--- src/rtl/demux1_4_stream_if.sv ---
// Stream bundle for demux1_4_stream: one producer channel in, four consumer channels out.
// The DUT takes the slave modport; the producer/consumer side takes master.
interface demux1_4_stream_if #(
    parameter int WIDTH = 8
);
    logic [WIDTH-1:0] in_data;
    logic [1:0]       in_sel;
    logic             in_last;
    logic             in_valid;
    logic             in_ready;
    logic [WIDTH-1:0] out0_data;
    logic [WIDTH-1:0] out1_data;
    logic [WIDTH-1:0] out2_data;
    logic [WIDTH-1:0] out3_data;
    logic [3:0]       out_valid;
    logic [3:0]       out_ready;
    logic             busy;

    modport master (
        output in_data, in_sel, in_last, in_valid, out_ready,
        input  in_ready, out0_data, out1_data, out2_data, out3_data, out_valid, busy
    );

    modport slave (
        input  in_data, in_sel, in_last, in_valid, out_ready,
        output in_ready, out0_data, out1_data, out2_data, out3_data, out_valid, busy
    );
endinterface

--- src/rtl/demux1_4_stream.sv ---
// Registered 1-to-4 stream demultiplexer with per-channel holding registers and burst route locking.
// Optional feature: define DEMUX_CNT_EN to add per-channel 8-bit handshake counters on cnt_flat.
module demux1_4_stream #(
    parameter int WIDTH = 8
) (
    input  logic clk,
    input  logic rst_n,
    demux1_4_stream_if.slave bus
`ifdef DEMUX_CNT_EN
    ,
    output logic [31:0] cnt_flat
`endif
);

    typedef enum logic [0:0] {
        ST_IDLE  = 1'b0,
        ST_BURST = 1'b1
    } state_t;

    state_t           state_r;
    state_t           state_s;
    logic [1:0]       burst_sel_r;
    logic [1:0]       burst_sel_s;
    logic [1:0]       dst_s;
    logic             in_ready_s;
    logic             accept_s;
    logic [3:0]       valid_r;
    logic [3:0]       valid_s;
    logic [3:0]       load_s;
    logic [WIDTH-1:0] data_r [4];

    // Destination: free choice while idle, locked route during a burst.
    always_comb begin
        dst_s = bus.in_sel;
        if (state_r == ST_BURST) begin
            dst_s = burst_sel_r;
        end else begin
            dst_s = bus.in_sel;
        end
    end

    // A full channel still accepts when its consumer drains in the same cycle.
    assign in_ready_s = ~valid_r[dst_s] | bus.out_ready[dst_s];
    assign accept_s   = bus.in_valid & in_ready_s;

    // Per-channel load strobes and next valid flags.
    always_comb begin
        load_s  = 4'b0000;
        valid_s = valid_r;
        for (int c = 0; c < 4; c++) begin
            load_s[c]  = accept_s & (dst_s == c[1:0]);
            valid_s[c] = load_s[c] | (valid_r[c] & ~bus.out_ready[c]);
        end
    end

    // Burst FSM next-state logic.
    always_comb begin
        state_s     = state_r;
        burst_sel_s = burst_sel_r;
        case (state_r)
            ST_IDLE: begin
                if (accept_s && !bus.in_last) begin
                    state_s     = ST_BURST;
                    burst_sel_s = bus.in_sel;
                end else begin
                    state_s     = ST_IDLE;
                end
            end
            ST_BURST: begin
                if (accept_s && bus.in_last) begin
                    state_s = ST_IDLE;
                end else begin
                    state_s = ST_BURST;
                end
            end
            default: begin
                state_s     = ST_IDLE;
                burst_sel_s = 2'd0;
            end
        endcase
    end

    // FSM state, route latch and valid flags.
    always_ff @(posedge clk or negedge rst_n) begin
        if (!rst_n) begin
            state_r     <= ST_IDLE;
            burst_sel_r <= 2'd0;
            valid_r     <= 4'b0000;
        end else begin
            state_r     <= state_s;
            burst_sel_r <= burst_sel_s;
            valid_r     <= valid_s;
        end
    end

    // Channel holding registers; data is kept when not loaded.
    always_ff @(posedge clk or negedge rst_n) begin
        if (!rst_n) begin
            for (int c = 0; c < 4; c++) begin
                data_r[c] <= '0;
            end
        end else begin
            for (int c = 0; c < 4; c++) begin
                if (load_s[c]) begin
                    data_r[c] <= bus.in_data;
                end
            end
        end
    end

`ifdef DEMUX_CNT_EN
    logic [7:0] cnt_r [4];

    // Output handshake counters, wrapping at 8 bits.
    always_ff @(posedge clk or negedge rst_n) begin
        if (!rst_n) begin
            for (int c = 0; c < 4; c++) begin
                cnt_r[c] <= 8'd0;
            end
        end else begin
            for (int c = 0; c < 4; c++) begin
                if (valid_r[c] && bus.out_ready[c]) begin
                    cnt_r[c] <= cnt_r[c] + 8'd1;
                end
            end
        end
    end

    assign cnt_flat = {cnt_r[3], cnt_r[2], cnt_r[1], cnt_r[0]};
`endif

    assign bus.in_ready  = in_ready_s;
    assign bus.out0_data = data_r[0];
    assign bus.out1_data = data_r[1];
    assign bus.out2_data = data_r[2];
    assign bus.out3_data = data_r[3];
    assign bus.out_valid = valid_r;
    assign bus.busy      = (state_r == ST_BURST);

endmodule

--- src/flat_wrapper.sv ---
// flat-port wrapper written by rule: the top's interface ports become plain ports
module demux1_4_stream_flat 
#(
    parameter int WIDTH = 8
)
  (clk, rst_n, bus_in_data, bus_in_sel, bus_in_last, bus_in_valid, bus_out_ready, bus_in_ready, bus_out0_data, bus_out1_data, bus_out2_data, bus_out3_data, bus_out_valid, bus_busy);
  demux1_4_stream_if #(.WIDTH(WIDTH)) bus_i ();
  input  logic clk;
  input  logic rst_n;
  input wire logic [$bits(bus_i.in_data)-1:0] bus_in_data;
  input wire logic [$bits(bus_i.in_sel)-1:0] bus_in_sel;
  input wire logic [$bits(bus_i.in_last)-1:0] bus_in_last;
  input wire logic [$bits(bus_i.in_valid)-1:0] bus_in_valid;
  input wire logic [$bits(bus_i.out_ready)-1:0] bus_out_ready;
  output wire logic [$bits(bus_i.in_ready)-1:0] bus_in_ready;
  output wire logic [$bits(bus_i.out0_data)-1:0] bus_out0_data;
  output wire logic [$bits(bus_i.out1_data)-1:0] bus_out1_data;
  output wire logic [$bits(bus_i.out2_data)-1:0] bus_out2_data;
  output wire logic [$bits(bus_i.out3_data)-1:0] bus_out3_data;
  output wire logic [$bits(bus_i.out_valid)-1:0] bus_out_valid;
  output wire logic [$bits(bus_i.busy)-1:0] bus_busy;
  assign bus_i.in_data = bus_in_data;
  assign bus_i.in_sel = bus_in_sel;
  assign bus_i.in_last = bus_in_last;
  assign bus_i.in_valid = bus_in_valid;
  assign bus_i.out_ready = bus_out_ready;
  assign bus_in_ready = bus_i.in_ready;
  assign bus_out0_data = bus_i.out0_data;
  assign bus_out1_data = bus_i.out1_data;
  assign bus_out2_data = bus_i.out2_data;
  assign bus_out3_data = bus_i.out3_data;
  assign bus_out_valid = bus_i.out_valid;
  assign bus_busy = bus_i.busy;
  demux1_4_stream #(.WIDTH(WIDTH)) u_core (.clk(clk), .rst_n(rst_n), .bus(bus_i));
endmodule
--- config.mk ---
export PLATFORM = sky130hd
export DESIGN_NAME = demux1_4_stream_flat
export DESIGN_NICKNAME = d
export VERILOG_FILES = /design/src/rtl/demux1_4_stream_if.sv /design/src/rtl/demux1_4_stream.sv /design/src/flat_wrapper.sv
export SDC_FILE = /design/constraint.sdc
export NUM_CORES = 1
export LEC_CHECK = 0
export ABC_CLOCK_PERIOD_IN_PS = 2400
export CORE_AREA = 2 2 92 67
export CTS_BUF_LIST = sky130_fd_sc_hd__clkbuf_2
export CTS_CLUSTER_DIAMETER = 150
export CTS_CLUSTER_SIZE = 40
export DETAILED_ROUTE_END_ITERATION = 7
export DIE_AREA = 0 0 94 69
export GPL_TIMING_DRIVEN = 0
export PLACE_DENSITY = 0.54
export SLEW_MARGIN = 10
export SYNTH_ARGS = -nofsm -noshare
export SYNTH_HDL_FRONTEND = slang
export SYNTH_SLANG_ARGS = --single-unit
--- constraint.sdc ---
create_clock -name clk -period 2.4 [get_ports clk]
set_input_delay 0.48 -clock clk [delete_from_list [all_inputs] [get_ports clk]]
set_output_delay 0.48 -clock clk [all_outputs]
set_load 0.02 [all_outputs]
Yosys cells after proc, flatten, opt, wreduce, memory -nomap -nowiden --
Index checks and enable logic that the tools add are counted. Widths: inputs -> output; s select.
Operators by class: add/sub/neg operators 0, $mul 0, divide/modulo/power cells 0, magnitude comparators 1, equal/unequal tests 3, shift-type cells 0, multiplexer cells 8, bitwise gates (word level) 20, reduce and logical (&&, ||, !) cells 5
Operator list (number):
- $and 1x1->1 | 9
- $not 1->1 | 6
- $or 1x1->1 | 5
- $bmux 1 s2 | 2
- $eq 2x2->1 const B | 2
- $mux 1 | 4
- $lt 2x3->1 const B | 1
- $eq 2x1->1 const B | 1
- $logic_and 1x1->1 | 2
- $logic_not 2->1 | 1
- $mux 2 | 1
- $pmux 1 s2 | 1
- $reduce_and 2->1 | 1
- $logic_not 1->1 | 1
Storage, ports and cells: register bits 39, bits in latches 0, RAM bits 0, memory bits (read-only) 0, bits of input ports 18, output and inout bits 38, memories kept 0

Longest topological paths before layout --
depth after elaboration 9, gate-level depth with buffers 5

Least setup slack after synthesis --
Ideal clock, no wire load.
path kind reg2out, start register with a tool-made name, end output bus_in_ready, arrival time 1.482 ns, required time 1.920 ns, slack 0.438 ns, stages on the path, launching flop included 5, path through dfrtp_1 buf_6 mux2_4 mux2i_1 mux2i_1
RTL lines:
- end, declared | line flat_wrapper.sv:15 | output wire logic [$bits(bus_i.in_ready)-1:0] bus_in_ready;

==> flow_summary_export.csv <==
group,metric,value,unit
floorplanning,die_area,6490,um2
route,viasPerCell,4.47,
route,post_drt_wl_per_cell,15.8,um
sta,clock.fmax,441,MHz
synthesis,yosysSeqAreaShare,59.5,%
synthesis,netlist_area,1640,um2
route,post-route-drc-count,0,
sta,finClkSkew,5.29,ps
global_route,track_usage,12.8,%
synthesis,yosysTopAreaCell,"dfrtp_1",
finish,syn2layout_area_growth,44.3,%
clock_tree,post-cts-setup-buffer-count,0,
place,hpwl,2.86,mm
clock_tree,insertion_delay,390,ps
finish,fill_cells,531,
hold_path,hold_class,"in -> async",
place,gp_congestion,0.712,
worst_setup_path,critPathTopFamily,"multiplexers",
finish,finalNonFillerCells,246,
worst_setup_path,critPathBufInv,2,
clock_tree,cts.sinks,39,
sta,setup_viol,0,
route,vias,1100,
place,placed_cells,237,
power_and_ir_drop,p_sw,0.00121,W
run,max_cap_violations,0,
synthesis,synth_fp_nets,125,
clock_tree,clockRootBuffer,"clkbuf_2",
global_route,grt_max_degree,31,
worst_setup_path,crit_type,"reg -> out",
worst_setup_path,crit_required,1920,ps
global_route,met2_usage,22.1,%
route,routed_wl,3.88,mm
worst_setup_path,cpMaxStageDelayCell,"dfrtp_1",
sta,final_hold_viol_count,0,
floorplanning,die_h,69,um
floorplanning,std_cell_rows,23,
place,port_buffers,54,
sta,fin_crit_sh,94.6,%
clock_tree,clk_pin_slew,200,ps
sta,rsz0062_at_grt,"false",
power_and_ir_drop,power.internal,0.00206,W
finish,nets,188,
worst_setup_path,cp-end-kind,"output port",
global_route,top_usage_layer,"met2",
power_and_ir_drop,powerDensity,1380,nW/um2
clock_tree,h-tree-depth,2,
sta,slew_violations,0,
finish,multi_input_area,644,um2
synthesis,synth_seq_cells,39,
synthesis,yosysTopAreaCellShare,59.5,%
power_and_ir_drop,seqPwrFrac,34.8,%
power_and_ir_drop,clockPowerShare,12.2,%
clock_tree,cts_buffers,5,
clock_tree,cts_buffer_depth,2,
synthesis,synth_area_leaders,"dfrtp_1 (60%), mux2_2 (22%), mux2i_1 (3.7%), nand4_2 (3.1%), mux2_4 (1.8%)",
finish,n_antenna_cell,0,
finish,drive_gt1_share,31.6,%
finish,fin_util,42.1,%
worst_setup_path,slowest_delay,430,ps
synthesis,yosysUniqueCellTypes,21,
clock_tree,cts_tree,"built",
sta,timing.hold.ws,462,ps
floorplanning,num_io_pins,56,
global_route,first_global_vias,1224,
global_route,grt_util_met1,14.7,%
floorplanning,coreArea,5610,um2
sta,slew_headroom,70.3,%
worst_setup_path,cp_max_fo,5,
global_route,grt_pass1_wl,6.24,mm
global_route,antenna_found_initial,0,
power_and_ir_drop,p_leak,1.01,nW
route,firstDrtPassIters,4,
power_and_ir_drop,swShare,36.9,%
floorplanning,start_util,29.2,%
finish,ff_latch_area,976,um2
run_status,status,"complete, no violations",
global_route,overflow,0,
worst_setup_path,crit_arrival,1790,ps
power_and_ir_drop,combPwrFrac,53.1,%
worst_setup_path,crit_path_start_kind,"flip-flop",
route,ant_nets,0,
sta,worst_pin_slew,444,ps
global_route,grtUsageMet3,4.15,%
sta,fin_crit,2270,ps
floorplanning,die_width,94,um
synthesis,syn_area_per_cell,15.3,um2
synthesis,yosysWarnings,0,
synthesis,postSynthCellCount,107,
route,drtIter0Drc,17,
power_and_ir_drop,ir_worst_vdd,0.498,mV
worst_setup_path,path_cells,"buf_6 > mux2_4 > mux2i_2 > mux2i_1 > buf_2",
==> cell usage in the layout, fill, tap and decap left out, types with 2 or more instances in the layout <==
| cell | instances |
|---|---|
| clkdlybuf4s50_1 | 52 |
| nand2b_1 | 3 |
| nand4_2 | 4 |
| mux2_4 | 2 |
| mux2i_2 | 2 |
| clkbuf_2 | 5 |
| inv_1 | 2 |
| dfrtp_1 | 39 |
| buf_2 | 2 |
| mux2_2 | 32 |
| mux2i_1 | 5 |
| nand2_1 | 6 |
==> cell usage after synthesis, drive strengths merged <==
cell type   n
mux2       34
mux2i       8
nand3       1
o22ai       1
dfrtp      39
o22a        1
nand2       6
o21ai       1
o21bai      1
inv         2
o21a        1
nor2        1
or2b        1
a21bo       1
buf         1
nand4       4
clkbuf      1
nand2b      3
==> metrics by stage <==
| stage | worst slack [ps] | cell area (um2) | power (W) | TNS, ps |
|---|---|---|---|---|
| 2_1_floorplan | 438 | 1640 | 0.00208 | 0 |
| 3_3_place_gp | -293 | 2270 | 0.00285 | -1450 |
| 3_5_place_dp | -278 | 2290 | 0.00291 | -278 |
| 4_1_cts | 87.3 | 2360 | 0.00332 | 0 |
| 5_1_grt | 15.1 | 2360 | 0.00346 | 0 |
| 6_report | 130 | 2360 | 0.00327 | 0 |
==> state kept, by name, indices dropped and copies added (netlist names), named ones only <==
name / count
u_core.bus.out0_data: 8
u_core.bus.out1_data: 8
u_core.bus.out2_data: 8
u_core.bus.out3_data: 8
u_core.bus.out_valid: 4
u_core.burst_sel_r: 2
==> cell families (layout without fill, tap and decap cells) <==
| kind of cell | Yosys count | count (layout) | share of synthesized area (%) |
|---|---|---|---|
| muxes | 42 | 42 | 29.7 |
| buffers and inverters | 4 | 68 | 1.37 |
| and+or+nand+nor | 16 | 16 | 6.64 |
| AOI/OAI and AO/OA | 6 | 6 | 2.75 |
| DFF | 39 | 39 | 59.5 |
==> layout make-up <==
cell class                      instances  share of cell area [%]
Tap cell                               75                    3.97
Sequential cell                        39                    41.3
Buffer                                  2                   0.635
Clock buffer                            5                    1.06
Clock inverter                          3                    1.80
Multi-Input combinational cell         64                    27.2
Timing Repair Buffer                   56                    23.7
Inverter                                2                   0.317
==> power groups by stage <==
stage	registers (W)	clock network, W	logic, W
6_report	0.00114	0.000397	0.00173
5_1_grt	0.00118	0.000447	0.00183
4_1_cts	0.00114	0.000418	0.00176
3_5_place_dp	0.00115	0	0.00176
3_3_place_gp	0.00113	0	0.00172
2_1_floorplan	0.00152	0	0.000558
==> final timing paths <==
| check | startpoint | endpoint | slack [ps] | cells after the start |
|---|---|---|---|---|
| setup reg to reg | flip-flop | u_core.bus.out0_data[0] | 650 | 4 |
| hold / removal | rst_n | u_core.bus.out3_data[6] | 460 | 2 |
| setup / recovery | flip-flop | bus_in_ready | 130 | 5 |
| min in group clk | u_core.bus.out3_data[0] | u_core.bus.out3_data[0] | 530 | 1 |
| max in group asynchronous | rst_n | u_core.bus.out2_data[2] | 1500 | 3 |
| hold reg to reg | u_core.bus.out3_data[0] | u_core.bus.out3_data[0] | 530 | 1 |
==> repair_timing <==
item                                   CTS  global route
gates resized for setup                  5             0
hold buffers                             1             0
setup endpoints to repair                1             0
endpoints found under the hold margin    9             0
==> routing by layer <==
layer	wire length, um	up-vias	part of all wire (%)
met1	1620	542	42
met4	53	0	1.4
met3	232	8	6.0
met2	1970	33	51
met5	0	-	0
li1	-	517	-
(Power assumes the default switching activity.)
==> edit (same flow settings) <==
`WIDTH` is set to 8 in 3 places; all go to 9.
--- a/src/rtl/demux1_4_stream_if.sv
+++ b/src/rtl/demux1_4_stream_if.sv
@@ -1,7 +1,7 @@
 // Stream bundle for demux1_4_stream: one producer channel in, four consumer channels out.
 // The DUT takes the slave modport; the producer/consumer side takes master.
 interface demux1_4_stream_if #(
-    parameter int WIDTH = 8
+    parameter int WIDTH = 9
 );
     logic [WIDTH-1:0] in_data;
     logic [1:0]       in_sel;
--- a/src/rtl/demux1_4_stream.sv
+++ b/src/rtl/demux1_4_stream.sv
@@ -1,7 +1,7 @@
 // Registered 1-to-4 stream demultiplexer with per-channel holding registers and burst route locking.
 // Optional feature: define DEMUX_CNT_EN to add per-channel 8-bit handshake counters on cnt_flat.
 module demux1_4_stream #(
-    parameter int WIDTH = 8
+    parameter int WIDTH = 9
 ) (
     input  logic clk,
     input  logic rst_n,
--- a/src/flat_wrapper.sv
+++ b/src/flat_wrapper.sv
@@ -1,7 +1,7 @@
 // flat-port wrapper written by rule: the top's interface ports become plain ports
 module demux1_4_stream_flat 
 #(
-    parameter int WIDTH = 8
+    parameter int WIDTH = 9
 )
   (clk, rst_n, bus_in_data, bus_in_sel, bus_in_last, bus_in_valid, bus_out_ready, bus_in_ready, bus_out0_data, bus_out1_data, bus_out2_data, bus_out3_data, bus_out_valid, bus_busy);
   demux1_4_stream_if #(.WIDTH(WIDTH)) bus_i ();
Ports: changed (5 resized); port bits go from 56 to 61. The function was not compared with the original's and may differ.
==> edit against the original RTL <==
  * Synthesized area rose by 8.9%
  * Power increased by 14%
  * Non-clock buffer count grew 11
  * Register-to-register slack got worse by 280 ps
  * Wire length up 11%
  * Sequential power up 16%
  * Maximum frequency rose by 0.54%
  * Final area up 9.9%
  * Die area is the same
  * Sequential share of layout area up 0.18 points
  * Sequential cell count up 4
  * Worst setup slack better by 12 ps
  * Critical endpoint unchanged
==> edit: results <==
detailed_routing:
  wl_per_cell_um: 16.5
  dr.pass1.iters: 4
  dr_total_vias: 1199
  drt-initial-drc-count: 30
synthesis:
  yosys-top-cells-area: "dfrtp_1, mux2_2, mux2_4"
  syn_nets: 131
  seq_area_frac_synth_pct: 60.3
  synth_cell_type_count: 19
  synth_warnings: 0
  netlist_top_cells_count: "dfrtp_1, mux2_2, mux2_4"
global_route:
  grt_pass1_vias: 1326
  antenna_found_initial: 0
  grt_use_met1_pct: 17.9
  grt_max_degree: 33
  grtUsageTotal_pct: 14.1
  grt_pass1_wl_um: 6950
  use_met3_pct: 5.03
  met2_usage_pct: 22.9
setup_path:
  slowest_delay_ps: 470
  crit_family: "multiplexers"
  critPathMaxFanout: 4
  cp.arrival_ps: 1780
  worstRegToRegCells: 5
  cp_slowest_cell: "clkdlybuf4s50_1"
placed_design:
  dpl.hpwl_um: 3010
  gp_congestion: 0.753
  port_buffers: 59
  place_ws_ps: -529
pwr:
  leakage_uw: 0.00114
  irDropWorstVdd_uv: 558
finish:
  nNetsFinal: 205
  layout-drive-gt1-share_pct: 34.9
  nFillCells: 510
clock_tree:
  cts_max_path_buffers: 2
  cts_made_buffers: 5
  insertion_delay_ps: 370
  ctsRootBufferMaster: "clkbuf_2"
outcome:
  status: "complete, no violations"
die:
  start_util_pct: 31.8
timing:
  skew_ps: 9.01
  tightest_slew_ps: 495
hold_path:
  hp-class: "in -> async"
-- edit: path summary, 6_finish.rpt --
check                                        endpoint  slack [ps]
max                                      bus_in_ready         140
min                           u_core.bus.out2_data[7]         480
max reg2reg                   u_core.bus.out1_data[0]         370
min reg2reg                   u_core.bus.out2_data[3]         530
max in group asynchronous  asynchronous set/reset pin        1460
min in group clk              u_core.bus.out2_data[3]         530
-- edit: cell type report --
type | count | share of cell area, %
multi-input combinational | 66 | 27.6
inverter | 1 | 0.144
buffer | 2 | 0.626
timing repair buffer | 67 | 25.2
tap | 75 | 3.61
clock buffer | 5 | 0.963
clock inverter | 2 | 0.337
sequential | 43 | 41.5
-- edit: layer usage --
layer | up-vias | wire (um)
met5 | - | 0
met4 | 0 | 31
met3 | 4 | 307
met2 | 49 | 2010
met1 | 595 | 1960
li1 | 551 | -
-- edit: metrics by stage --
stage	power [uW]	cell area [um2]	cells	util, %	TNS [ps]
floorplan	2410	1790	112	-	0
global placement	3310	2470	246	44.0	-10880
detailed placement	3370	2480	247	44.3	-3800
CTS	3760	2590	260	46.2	0
global route	3950	2600	261	46.3	0
finish	3730	2600	261	46.3	0
-- edit: report_power, final --
part           leakage, uW  internal [uW]  total [uW]  switching [uW]
clock            0.0000262           61.9         280             219
combinational     0.000599           1170        2130             958
sequential        0.000513           1090        1320             229
-- edit: logic make-up after synthesis --
logic type | count (synthesis) | synth area share [%]
simple gates | 17 | 7.15
mux | 45 | 30.0
buf+inv | 3 | 1.12
flops | 43 | 60.3
compound gates | 4 | 1.47
-- edit: what timing repair did --
action,in CTS,in global routing
hold endpoints to repair,11,0
pin swaps,0,0
setup endpoints to repair,1,1
setup buffers,5,1
resized for setup,7,2
hold buffers,1,0
